==> src/rtl/elevator_call_dispatcher_if.sv <==
// elevator_call_dispatcher_if: call/tick inputs and car status outputs of the dispatcher
interface elevator_call_dispatcher_if;
  logic [7:0] call_btn;
  logic       tick;
  logic [2:0] cur_floor;
  logic [7:0] floor_onehot;
  logic [7:0] pending;
  logic       dir_up;
  logic       dir_down;
  logic       door_open;
  logic       arrive;
  logic       busy;
  modport master (
    output call_btn, tick,
    input  cur_floor, floor_onehot, pending, dir_up, dir_down, door_open, arrive, busy
  );
  modport slave (
    input  call_btn, tick,
    output cur_floor, floor_onehot, pending, dir_up, dir_down, door_open, arrive, busy
  );
endinterface

==> src/rtl/elevator_call_dispatcher.sv <==
// elevator_call_dispatcher: single-car 8-floor dispatcher with request latching and door timing
module elevator_call_dispatcher #(
  parameter logic [2:0] START_FLOOR = 3'd0,
  parameter logic [3:0] DOOR_TICKS  = 4'd4
) (
  input logic clk,
  input logic rst,
  elevator_call_dispatcher_if.slave bus
);
  typedef enum logic [1:0] {IDLE, MOVE_UP, MOVE_DOWN, DOOR_OPEN} state_t;
  state_t     state;
  logic [2:0] floor;
  logic [7:0] pend;
  logic [3:0] cnt;
  logic       pref;
  logic       arr;
  logic [7:0] here, above, below, req, pend_set;
  logic       stopped;
  always_comb begin
    here     = 8'd1 << floor;
    above    = ~((here << 1) - 8'd1);
    below    = here - 8'd1;
    req      = pend | bus.call_btn;
    stopped  = (state == IDLE) || (state == DOOR_OPEN);
    // a call for the floor the car is standing at is answered directly, never queued
    pend_set = pend | (bus.call_btn & ~(stopped ? here : 8'h00));
  end
  always_ff @(posedge clk) begin
    if (rst) begin
      state <= IDLE;
      floor <= START_FLOOR;
      pend  <= 8'h00;
      cnt   <= 4'd0;
      pref  <= 1'b1;
      arr   <= 1'b0;
    end else begin
      arr  <= 1'b0;
      pend <= pend_set;
      case (state)
        IDLE: begin
          if (|(req & here)) begin
            state <= DOOR_OPEN;
            cnt   <= DOOR_TICKS;
            arr   <= 1'b1;
            pend  <= pend_set & ~here;
          end else if (|(req & above) && (!(|(req & below)) || pref)) begin
            state <= MOVE_UP;
            pref  <= 1'b1;
          end else if (|(req & below)) begin
            state <= MOVE_DOWN;
            pref  <= 1'b0;
          end
        end
        MOVE_UP, MOVE_DOWN: begin
          if (|(pend & here)) begin
            state <= DOOR_OPEN;
            cnt   <= DOOR_TICKS;
            arr   <= 1'b1;
            pend  <= pend_set & ~here;
          end else if (!(|(pend & (state == MOVE_UP ? above : below)))) begin
            state <= IDLE;
          end else if (bus.tick) begin
            floor <= state == MOVE_UP ? (floor == 3'd7 ? floor : floor + 3'd1)
                                      : (floor == 3'd0 ? floor : floor - 3'd1);
          end
        end
        default: begin
          if (|(bus.call_btn & here)) begin
            cnt <= DOOR_TICKS;
          end else if (bus.tick) begin
            cnt <= cnt - 4'd1;
            if (cnt == 4'd1) state <= IDLE;
          end
        end
      endcase
    end
  end
  assign bus.cur_floor    = floor;
  assign bus.floor_onehot = 8'd1 << floor;
  assign bus.pending      = pend;
  assign bus.dir_up       = state == MOVE_UP;
  assign bus.dir_down     = state == MOVE_DOWN;
  assign bus.door_open    = state == DOOR_OPEN;
  assign bus.arrive       = arr;
  assign bus.busy         = (state != IDLE) || (pend != 8'h00);
endmodule

==> src/flat_wrapper.sv <==
// flat-port wrapper written by rule: the top's interface ports become plain ports
module elevator_call_dispatcher_flat 
#(
  parameter logic [2:0] START_FLOOR = 3'd0,
  parameter logic [3:0] DOOR_TICKS  = 4'd4
)
  (clk, rst, bus_call_btn, bus_tick, bus_cur_floor, bus_floor_onehot, bus_pending, bus_dir_up, bus_dir_down, bus_door_open, bus_arrive, bus_busy);
  elevator_call_dispatcher_if bus_i ();
  input logic clk;
  input logic rst;
  input wire logic [$bits(bus_i.call_btn)-1:0] bus_call_btn;
  input wire logic [$bits(bus_i.tick)-1:0] bus_tick;
  output wire logic [$bits(bus_i.cur_floor)-1:0] bus_cur_floor;
  output wire logic [$bits(bus_i.floor_onehot)-1:0] bus_floor_onehot;
  output wire logic [$bits(bus_i.pending)-1:0] bus_pending;
  output wire logic [$bits(bus_i.dir_up)-1:0] bus_dir_up;
  output wire logic [$bits(bus_i.dir_down)-1:0] bus_dir_down;
  output wire logic [$bits(bus_i.door_open)-1:0] bus_door_open;
  output wire logic [$bits(bus_i.arrive)-1:0] bus_arrive;
  output wire logic [$bits(bus_i.busy)-1:0] bus_busy;
  assign bus_i.call_btn = bus_call_btn;
  assign bus_i.tick = bus_tick;
  assign bus_cur_floor = bus_i.cur_floor;
  assign bus_floor_onehot = bus_i.floor_onehot;
  assign bus_pending = bus_i.pending;
  assign bus_dir_up = bus_i.dir_up;
  assign bus_dir_down = bus_i.dir_down;
  assign bus_door_open = bus_i.door_open;
  assign bus_arrive = bus_i.arrive;
  assign bus_busy = bus_i.busy;
  elevator_call_dispatcher #(.START_FLOOR(START_FLOOR), .DOOR_TICKS(DOOR_TICKS)) u_core (.clk(clk), .rst(rst), .bus(bus_i));
endmodule
==> config.mk <==
export PLATFORM = sky130hd
export DESIGN_NAME = elevator_call_dispatcher_flat
export DESIGN_NICKNAME = d
export VERILOG_FILES = /design/src/rtl/elevator_call_dispatcher_if.sv /design/src/rtl/elevator_call_dispatcher.sv /design/src/flat_wrapper.sv
export SDC_FILE = /design/constraint.sdc
export NUM_CORES = 1
export LEC_CHECK = 0
export CORE_ASPECT_RATIO = 0.6
export CORE_MARGIN = 3
export CORE_UTILIZATION = 40
export DETAILED_ROUTE_END_ITERATION = 10
export HOLD_SLACK_MARGIN = 0.15
export PLACE_DENSITY = 0.72
export SLEW_MARGIN = 20
export SYNTH_ARGS = -nofsm -noshare
export SYNTH_HDL_FRONTEND = slang
export SYNTH_SLANG_ARGS = --single-unit
==> constraint.sdc <==
create_clock -name clk -period 2.3 [get_ports clk]
set_input_delay 0.46 -clock clk [delete_from_list [all_inputs] [get_ports clk]]
set_output_delay 0.46 -clock clk [all_outputs]
set_load 0.02 [all_outputs]
# --- Word-level counts from Yosys, hierarchy flattened ---
# Index checks and enable logic that the tools add are counted.
# W data, S select, Z words.
word_totals:
  mem_count: 0
  latch_bits: 0
  output_inout_bits: 24
  regBits: 19
  in_bits: 11
  word_cells: 90
  rom_bits: 0
  ramBits: 0
classes:
  n_bitwise: 15
  n_reduce_logical: 24
  n_mul: 0
  shifts: 1
  n_mux: 27
  n_div: 0
  eq_ne: 12
  order_cmp: 0
  add_sub_neg: 5
ops:
  columns: ["operator", "n"]
  rows:
  - ["$and A8 B8 Y8", 8]
  - ["$reduce_or A8 Y1", 6]
  - ["$mux W8", 4]
  - ["$not A8 Y8", 3]
  - ["$mux W2", 8]
  - ["$mux W4", 4]
  - ["$or A8 B8 Y8", 2]
  - ["$pmux W8 S2", 1]
  - ["$sub A8 B1 Y8 const B", 2]
  - ["$mux W3", 3]
  - ["$pmux W4 S2", 1]
  - ["$reduce_bool A8 Y1", 1]
  - ["$shl A1 B3 Y8 const A", 1]
  - ["$ne A2 B2 Y1 const B", 3]
  - ["$ne A3 B2 Y1 const B", 2]
  - ["$reduce_and A3 Y1", 2]
  - ["$reduce_and A6 Y1", 1]
  - ["$reduce_bool A3 Y1", 2]
  - ["$reduce_and A5 Y1", 1]
  - ["$eq A2 B2 Y1 const B", 2]
  - ["$eq A4 B1 Y1 const B", 1]
  - ["$mux W1", 4]
  - ["$ne A4 B4 Y1 const B", 1]
  - ["$pmux W2 S2", 1]
  - ["16 further kinds", 20]

# --- Longest topological paths before layout ---
# Gate-level depths: netlist (run 1).
depth:
  ltp_word: 10
  ltp_mapped: 10

# --- Worst setup path before layout (run 1) ---
# OpenSTA, ideal clock, no wires.
synth_timing:
  kind: "reg-to-reg"
  from: "register u_core.floor[0], in the netlist u_core.bus.cur_floor[0]"
  to: "register u_core.state[0]"
  path_buffers: 1
  arrival_time_ns: 2.243
  stages_incl_launch_ff: 9
  synth_period_minus_slack_ns: 2.322
  required_ns: 2.221
  slack_ns: -0.022
  path_cell_list: "dfxtp_1 -> buf_6 -> or3b_2 -> o221a_1 -> and4bb_4 -> and3_4 -> a211oi_4 -> nor2_2 -> a211oi_2"
synth_via:
  elab_chain_cells: 10
synth_lines:
  columns: ["item", "line", "rtl"]
  rows:
  - ["start: declaration", "elevator_call_dispatcher.sv:12", "logic [2:0] floor;"]
  - ["start signal: assignment", "elevator_call_dispatcher.sv:63", "floor <= state == MOVE_UP ? (floor == 3'd7 ? floor : floor + 3'd1)"]
  - ["$shl A1 B3 Y8 *", "elevator_call_dispatcher.sv:20", "here = 8'd1 << floor;"]
  - ["$sub A8 B1 Y8", "elevator_call_dispatcher.sv:22", "below = here - 8'd1;"]
  - ["$and A8 B8 Y8", "elevator_call_dispatcher.sv:46, elevator_call_dispatcher.sv:49", null]
  - ["$reduce_or A8 Y1", "elevator_call_dispatcher.sv:46, elevator_call_dispatcher.sv:49", null]
  - ["$logic_not A1 Y1", "elevator_call_dispatcher.sv:46", "end else if (|(req & above) && (!(|(req & below)) || pref)) begin"]
  - ["$logic_or A1 B1 Y1", "elevator_call_dispatcher.sv:46", null]
  - ["$logic_and A1 B1 Y1", "elevator_call_dispatcher.sv:46", null]
  - ["$mux W2", "elevator_call_dispatcher.sv:46", null]
  - ["$mux W2", "elevator_call_dispatcher.sv:41", "if (|(req & here)) begin"]
  - ["$pmux W2 S2", "elevator_call_dispatcher.sv:39", "case (state)"]
  - ["end signal: assignment", "elevator_call_dispatcher.sv:42", "state <= DOOR_OPEN;"]
  - ["end signal: assignment", "elevator_call_dispatcher.sv:47", "state <= MOVE_UP;"]
  - ["end signal: assignment", "elevator_call_dispatcher.sv:50", "state <= MOVE_DOWN;"]
  - ["end: declaration", "elevator_call_dispatcher.sv:11", "state_t state;"]
# Every way passes the cells marked *; elsewhere a longest branch is shown, timed or not.
# A chain may end at the register's enable or synchronous reset.

# --- Worst setup path after layout (run 1) ---
layout_timing:
  from: "register u_core.state[1]"
  to: "output port bus_dir_up"
layout_via:
  elab_chain_cells: 1
layout_lines:
  columns: ["item", "line", "rtl"]
  rows:
  - ["start signal: assignment", "elevator_call_dispatcher.sv:30", "state <= IDLE;"]
  - ["start signal: assignment", "elevator_call_dispatcher.sv:42", null]
  - ["start signal: assignment", "elevator_call_dispatcher.sv:47", null]
  - ["$eq A2 B1 Y1", "elevator_call_dispatcher.sv:81", "assign bus.dir_up = state == MOVE_UP;"]
  - ["end: declaration", "flat_wrapper.sv:16", "output wire logic [$bits(bus_i.dir_up)-1:0] bus_dir_up;"]
# No other way between the ends.

==> results of run 1 <==
flip-flops by register name (all words and copies together) (netlist names):
name                  flops
u_core.bus.arrive         1
u_core.bus.cur_floor      3
u_core.bus.pending        8
u_core.cnt                4
u_core.pref               1
u_core.state              2
Yosys cell counts (2+ instances only):
| master | n | area, µm² |
|---|---|---|
| a2111oi_2 | 3 | 45.0 |
| a211oi_1 | 4 | 30.0 |
| a21o_1 | 3 | 22.5 |
| a21oi_1 | 14 | 70.1 |
| a221oi_1 | 3 | 26.3 |
| a311oi_1 | 2 | 17.5 |
| a41oi_1 | 2 | 17.5 |
| and2_1 | 4 | 25.0 |
| buf_2 | 6 | 30.0 |
| buf_6 | 2 | 22.5 |
| clkbuf_1 | 5 | 18.8 |
| dfxtp_1 | 19 | 380 |
| ha_1 | 6 | 75.1 |
| inv_1 | 12 | 45.0 |
| mux2i_1 | 4 | 40.0 |
| nand2_1 | 18 | 67.6 |
| nand2b_1 | 4 | 25.0 |
| nand3_1 | 3 | 15.0 |
| nand3b_1 | 5 | 37.5 |
| nand4_1 | 2 | 12.5 |
| nor2_1 | 30 | 113 |
| nor3_1 | 6 | 30.0 |
| nor4_1 | 3 | 18.8 |
| o2111ai_1 | 2 | 17.5 |
| o21a_1 | 2 | 15.0 |
| o21ai_0 | 9 | 45.0 |
| o21bai_1 | 4 | 30.0 |
| o22a_1 | 2 | 17.5 |
| o32a_1 | 2 | 20.0 |
| or2_2 | 3 | 18.8 |
| or3_1 | 3 | 18.8 |
| or3b_2 | 2 | 17.5 |
| xnor2_1 | 2 | 17.5 |
worst paths after layout:
path	end	slack, ns	cells after the start
max	bus_dir_up	0.06	3
min	u_core.cnt[3]	0.52	1
max reg2reg	u_core.state[0]	0.06	7
min reg2reg	u_core.cnt[3]	0.52	1
repair_timing:
item | 4_1_cts | 5_1_grt
buffers inserted | 0 | 0
endpoints found under the setup margin | 19 | 12
gates cloned | 0 | 0
gates resized for setup | 19 | 12
pin swaps | 5 | 5
kinds of logic (layout without fill, tap and decap cells):
logic type	count (synthesis)	in the layout	share of synthesized area, %
AO/OA/AOI/OAI	67	67	30.5
XOR/XNOR	3	3	1.53
adder cells (fa/ha/maj)	7	7	5.54
buffers and inverters	26	89	6.99
flip-flops	19	19	22.1
multiplexers	8	8	5.83
AND/OR/NAND/NOR	91	91	27.5
final cells by class:
| type | count | share of cell area, % |
|---|---|---|
| well taps | 57 | 2.91 |
| clock buffers | 4 | 1.84 |
| multi-input cells | 176 | 52.1 |
| flip-flops and latches | 19 | 15.9 |
| repair buffers | 73 | 25.4 |
| inverters | 12 | 1.84 |
layer usage:
layer	up-vias	wire length, µm	GRT usage (%)
met5	-	0	0
met4	0	19	3.27
met3	4	546	8.30
met2	95	2360	30.9
met1	926	2840	33.9
li1	942	-	-
report_power, final:
part / internal (µW) / leakage (µW) / switching [µW]
combinational: 801 / 0.000801 / 985
clock: 124 / 0.0000228 / 122
sequential: 423 / 0.000158 / 133
total: 1350 / 0.000982 / 1240
metrics by stage:
stage               instances  TNS (ns)
CTS                       341         0
detailed placement        337     -4.38
floorplan                 221         0
finish                    341         0
global placement          337     -4.01
global route              341   -0.0426
==> results.py, run 1 <==
metrics = {
    "setup_path": {
        "crit_buf_inv": 2,
        "crit_fanout": 13,
        "start_kind": "flop",
        "crit_chain": "inv_1, ha_2, clkdlybuf4s50_1",
        "critical_path_class": "flop to output port",
        "timing.critical_path.from": "u_core.state[1]",
        "cpPeakStageDelay_ns": 0.66,
        "cp_slowest_cell": "clkdlybuf4s50_1",
        "cp_top_family": "buffers and inverters",
        "rr_startpoint": "u_core.bus.cur_floor[2]",
        "crit_arrival_ns": 1.78,
        "required_ns": 1.84,
        "worst_setup_path_end_kind": "output port",
    },
    "clock_network": {
        "h-tree-depth": 1,
        "clk_latency_ns": 0.26,
        "cts.clk_slew.worst_paths_ns": 0.07,
        "clock_path_buffers": 2,
        "cts_sinks": 19,
        "cts_tree": "done",
        "cts_root_buf": "clkbuf_8",
        "cts_buffers": 3,
        "hold_buffers": 0,
    },
    "global_route": {
        "antenna_found_initial": 0,
        "grt_usage_pct": 22.7,
        "gr-total-overflow": 0,
        "grt_pass1_vias": 1825,
        "grt_pass1_wl_um": 9270,
        "grt_max_degree": 16,
    },
    "sta": {
        "slew_violations": 0,
        "hold_viol": 0,
        "period_share_pct": 97.4,
        "slew_headroom_pct": 69.4,
        "min_period_ns": 2.24,
        "setup_viol": 0,
        "fmax_mhz": 446,
        "timing.final.ws_setup_ns": 0.0597,
        "fin_skew_ns": 0.00210,
        "whs_ns": 0.523,
        "worstMarginPinSlew_ns": 0.457,
        "rsz0062_at_grt": "yes",
    },
    "final_layout": {
        "seq_area_um2": 389,
        "design_area_um2": 2450,
        "diodes": 0,
        "drive_above_1_share_pct": 25.4,
        "area_growth_pct": 42.5,
        "fin_util_pct": 62.9,
        "finalNetCount": 303,
        "multiInputGateArea_um2": 1270,
        "final_common_cell": "buf_4",
        "final_cell_mix": "38 x buf_4, 29 x nor2_1, 19 x clkdlybuf4s50_1, 18 x nand2_1, 16 x dfxtp_1",
        "fill_cells": 337,
    },
    "synth": {
        "ys_ff_latch": 19,
        "synth_ff_type": "dfxtp_1",
        "yosys_warnings": 0,
        "syn_nets": 239,
        "ys_async_sr_fraction_pct": 0,
        "yosysSeqAreaShare_pct": 22.1,
        "yosysUniqueCellTypes": 63,
        "netlist_area_um2": 1720,
        "avgSynthCellArea_um2": 7.77,
        "synth_cells": 221,
        "synth_edf_count": 0,
    },
    "floorplanning": {
        "row_count": 17,
        "die_x_um": 90.6,
        "core_um2": 3890,
        "initial_core_util_pct": 44.1,
        "floorplan.die.height_um": 56.8,
        "boundaryPins": 35,
        "die_area_um2": 5140,
    },
    "power": {
        "vdd_drop_max_uv": 451,
        "leakagePower_uw": 0.000982,
        "finalPower_uw": 2590,
        "power.density_nw_per_um2": 1060,
    },
    "worst_hold_path": {
        "hp-start": "u_core.cnt[3]",
        "hold_path.class": "flop to flop",
    },
    "placed_design": {
        "dpl_cell_area_um2": 2350,
        "post-dp-hpwl_um": 4500,
        "pre_cts_ws_ns": -0.445,
        "port_buffers": 34,
        "gp_congestion": 0.985,
    },
    "detailed_routing": {
        "drt-initial-drc-count": 181,
        "postRouteAntennaNets": 0,
        "avgViaCountPerCell": 5.77,
        "via_count": 1967,
        "drt-total-wl_um": 5770,
        "firstDrtPassIters": 5,
        "routedWlPerCell_um": 16.9,
        "drc": 0,
    },
    "outcome": {
        "status": "finished, final reports clean",
    },
    "job": {
        "maxCapViolCount": 0,
    },
}
(Power assumes the default switching activity.)
==> run 2: changes to the inputs <==
- ABC_CLOCK_PERIOD_IN_PS: default -> 2300
- CAP_MARGIN: default -> 15
- CELL_PAD_IN_SITES_DETAIL_PLACEMENT: default -> 1
- CELL_PAD_IN_SITES_GLOBAL_PLACEMENT: default -> 1
- CORE_UTILIZATION: 40 -> 34
- PLACE_DENSITY: 0.72 -> 0.82
==> run 2 against run 1 <==
Effect of this change:
- the flow now finishes with violations (setup timing)
- clock skew is essentially flat
- clock-buffer cell count down 1
- cell area rose by 3.0%
- clock power is 7% higher
- fmax fell by 4.6%
- largest power group unchanged
- highest routed layer unchanged
==> results.py, run 2 (synthesis results as in run 1) <==
metrics = {
    "floorplanning": {
        "floorplan.die.height_um": 61.1,
        "die_area_um2": 5970,
        "die_x_um": 97.8,
        "row_count": 19,
        "initial_core_util_pct": 36.3,
        "boundaryPins": 35,
        "core_um2": 4730,
    },
    "final_layout": {
        "drive_above_1_share_pct": 28.6,
        "design_area_um2": 2520,
        "largest_reg_flops": 8,
        "diodes": 0,
        "area_growth_pct": 46.8,
        "final_common_cell": "buf_4",
        "fin_util_pct": 53.3,
        "finalNetCount": 309,
        "final_cell_mix": "44 x buf_4, 29 x nor2_1, 19 x clkdlybuf4s50_1, 18 x nand2_1, 14 x dfxtp_1",
    },
    "outcome": {
        "status": "complete, but fails checks",
        "violations": "setup timing",
    },
    "power": {
        "power.density_nw_per_um2": 1090,
        "vdd_drop_max_uv": 518,
        "leakagePower_uw": 0.00105,
    },
    "sta": {
        "period_share_pct": 102,
        "min_period_ns": 2.35,
        "fmax_mhz": 426,
        "hold_viol": 0,
        "slew_violations": 0,
        "setup_viol": 2,
        "slew_headroom_pct": 66.7,
        "timing.final.ws_setup_ns": -0.0494,
        "rsz0062_at_grt": "yes",
        "fin_skew_ns": 0.00196,
        "worstMarginPinSlew_ns": 0.498,
    },
    "global_route": {
        "grt_pass1_wl_um": 11200,
        "grt_pass1_vias": 2218,
        "gr-total-overflow": 0,
        "antenna_found_initial": 0,
        "grt_max_degree": 16,
        "grt_usage_pct": 23.8,
    },
    "clock_network": {
        "cts_buffers": 3,
        "hold_buffers": 0,
        "cts_sinks": 19,
        "cts_root_buf": "clkbuf_8",
        "clock_path_buffers": 2,
        "cts_tree": "done",
        "cts.clk_slew.worst_paths_ns": 0.09,
        "h-tree-depth": 1,
        "clk_latency_ns": 0.27,
        "cts_setup_buffers": 0,
    },
    "detailed_routing": {
        "drt-total-wl_um": 6960,
        "drt-initial-drc-count": 162,
        "via_count": 2045,
        "firstDrtPassIters": 4,
        "drc": 0,
        "avgViaCountPerCell": 5.79,
        "postRouteAntennaNets": 0,
        "routedWlPerCell_um": 19.7,
    },
    "placed_design": {
        "gp_congestion": 0.859,
        "port_buffers": 34,
        "post-dp-hpwl_um": 5250,
        "dpl_cell_area_um2": 2400,
    },
    "setup_path": {
        "worst_setup_path_end_kind": "flop",
        "rr_startpoint": "u_core.bus.cur_floor[2]",
        "required_ns": 2.49,
        "crit_fanout": 10,
        "r2r_slack_ns": -0.05,
        "crit_end": "u_core.state[0]",
        "r2r_cells": 7,
        "start_kind": "flop",
        "critical_path_class": "flop to flop",
        "timing.critical_path.from": "u_core.bus.cur_floor[2]",
        "crit_arrival_ns": 2.54,
        "rr_endpoint": "u_core.state[0]",
    },
    "worst_hold_path": {
        "hold_path.class": "flop to flop",
    },
    "job": {
        "maxCapViolCount": 0,
    },
}
==> run 2: cell types whose count changed in the layout (fill, tap and decap cells not counted), moves of 2 or more <==
cell | previous run | this run
dlymetal6s2s_1 | 1 | 3
ha_2 | 3 | 0
ha_4 | 0 | 2
dlygate4sd2_1 | 14 | 12
dfxtp_1 | 16 | 14
dfxtp_2 | 1 | 3
buf_4 | 38 | 44
==> run 2: through the flow <==
step           cells  setup TNS (ns)  total power (µW)  setup WS (ns)  hold WS [ns]
2_1_floorplan    221               0              1590         0.0596         0.452
3_3_place_gp     349           -4.24              2310         -0.368         0.493
3_5_place_dp     349           -5.22              2350         -0.414         0.508
4_1_cts          353               0              2650        0.00507         0.524
5_1_grt          353          -0.335              2920         -0.108         0.569
6_report         353         -0.0559              2750        -0.0494         0.520
==> run 2: timing repair <==
item / CTS / global route
gates cloned: 0 / 0
endpoints found under the setup margin: 27 / 14
gates resized for setup: 21 / 14
pin swaps: 4 / 2
==> run 2: layout make-up <==
cell class | count | area (µm²)
clock inverter | 1 | 5.00
sequential | 19 | 392
multi-input combinational | 176 | 1280
inverter | 12 | 45.0
fill | 607 | 2210
clock buffer | 3 | 41.3
tap | 63 | 78.8
timing repair buffer | 79 | 674
==> run 2: how the worst min path moves through the flow <==
stage / depth (start not counted) / to / startpoint / slack (ns)
2_1_floorplan: 1 / u_core.cnt[3] / u_core.cnt[3] / 0.45
3_5_place_dp: 1 / u_core.cnt[3] / u_core.cnt[3] / 0.51
3_3_place_gp: 1 / u_core.cnt[3] / u_core.cnt[3] / 0.49
6_report: 1 / u_core.cnt[3] / u_core.cnt[3] / 0.52
5_1_grt: 1 / u_core.cnt[3] / u_core.cnt[3] / 0.57
4_1_cts: 1 / u_core.cnt[3] / u_core.cnt[3] / 0.52
==> run 2: critical path, stage by stage (launching register included) <==
cell and delay (ns):
dfxtp_4 0.45, mux2_4 0.32, mux4_2 0.55, nor2_2 0.19, a41oi_2 0.17, a211oi_4 0.31
nor2_2 0.08, a211oi_2 0.19
==> run 2: power breakdown <==
part / internal [µW] / leakage (µW) / total (µW) / switching, µW
Combinational: 871 / 0.000863 / 1930 / 1060
Sequential: 425 / 0.000159 / 558 / 133
Clock: 121 / 0.0000255 / 261 / 140
Total: 1420 / 0.00105 / 2750 / 1330
==> run 2: per-layer routing <==
layer	share of wire (%)	global-route usage (%)	wire length (µm)	vias to the layer above
met5	0	0	0	-
met2	44	38.9	3090	90
li1	-	-	-	948
met1	48	32.4	3320	1001
met4	0.79	7.30	55	0
met3	7.2	5.32	498	6
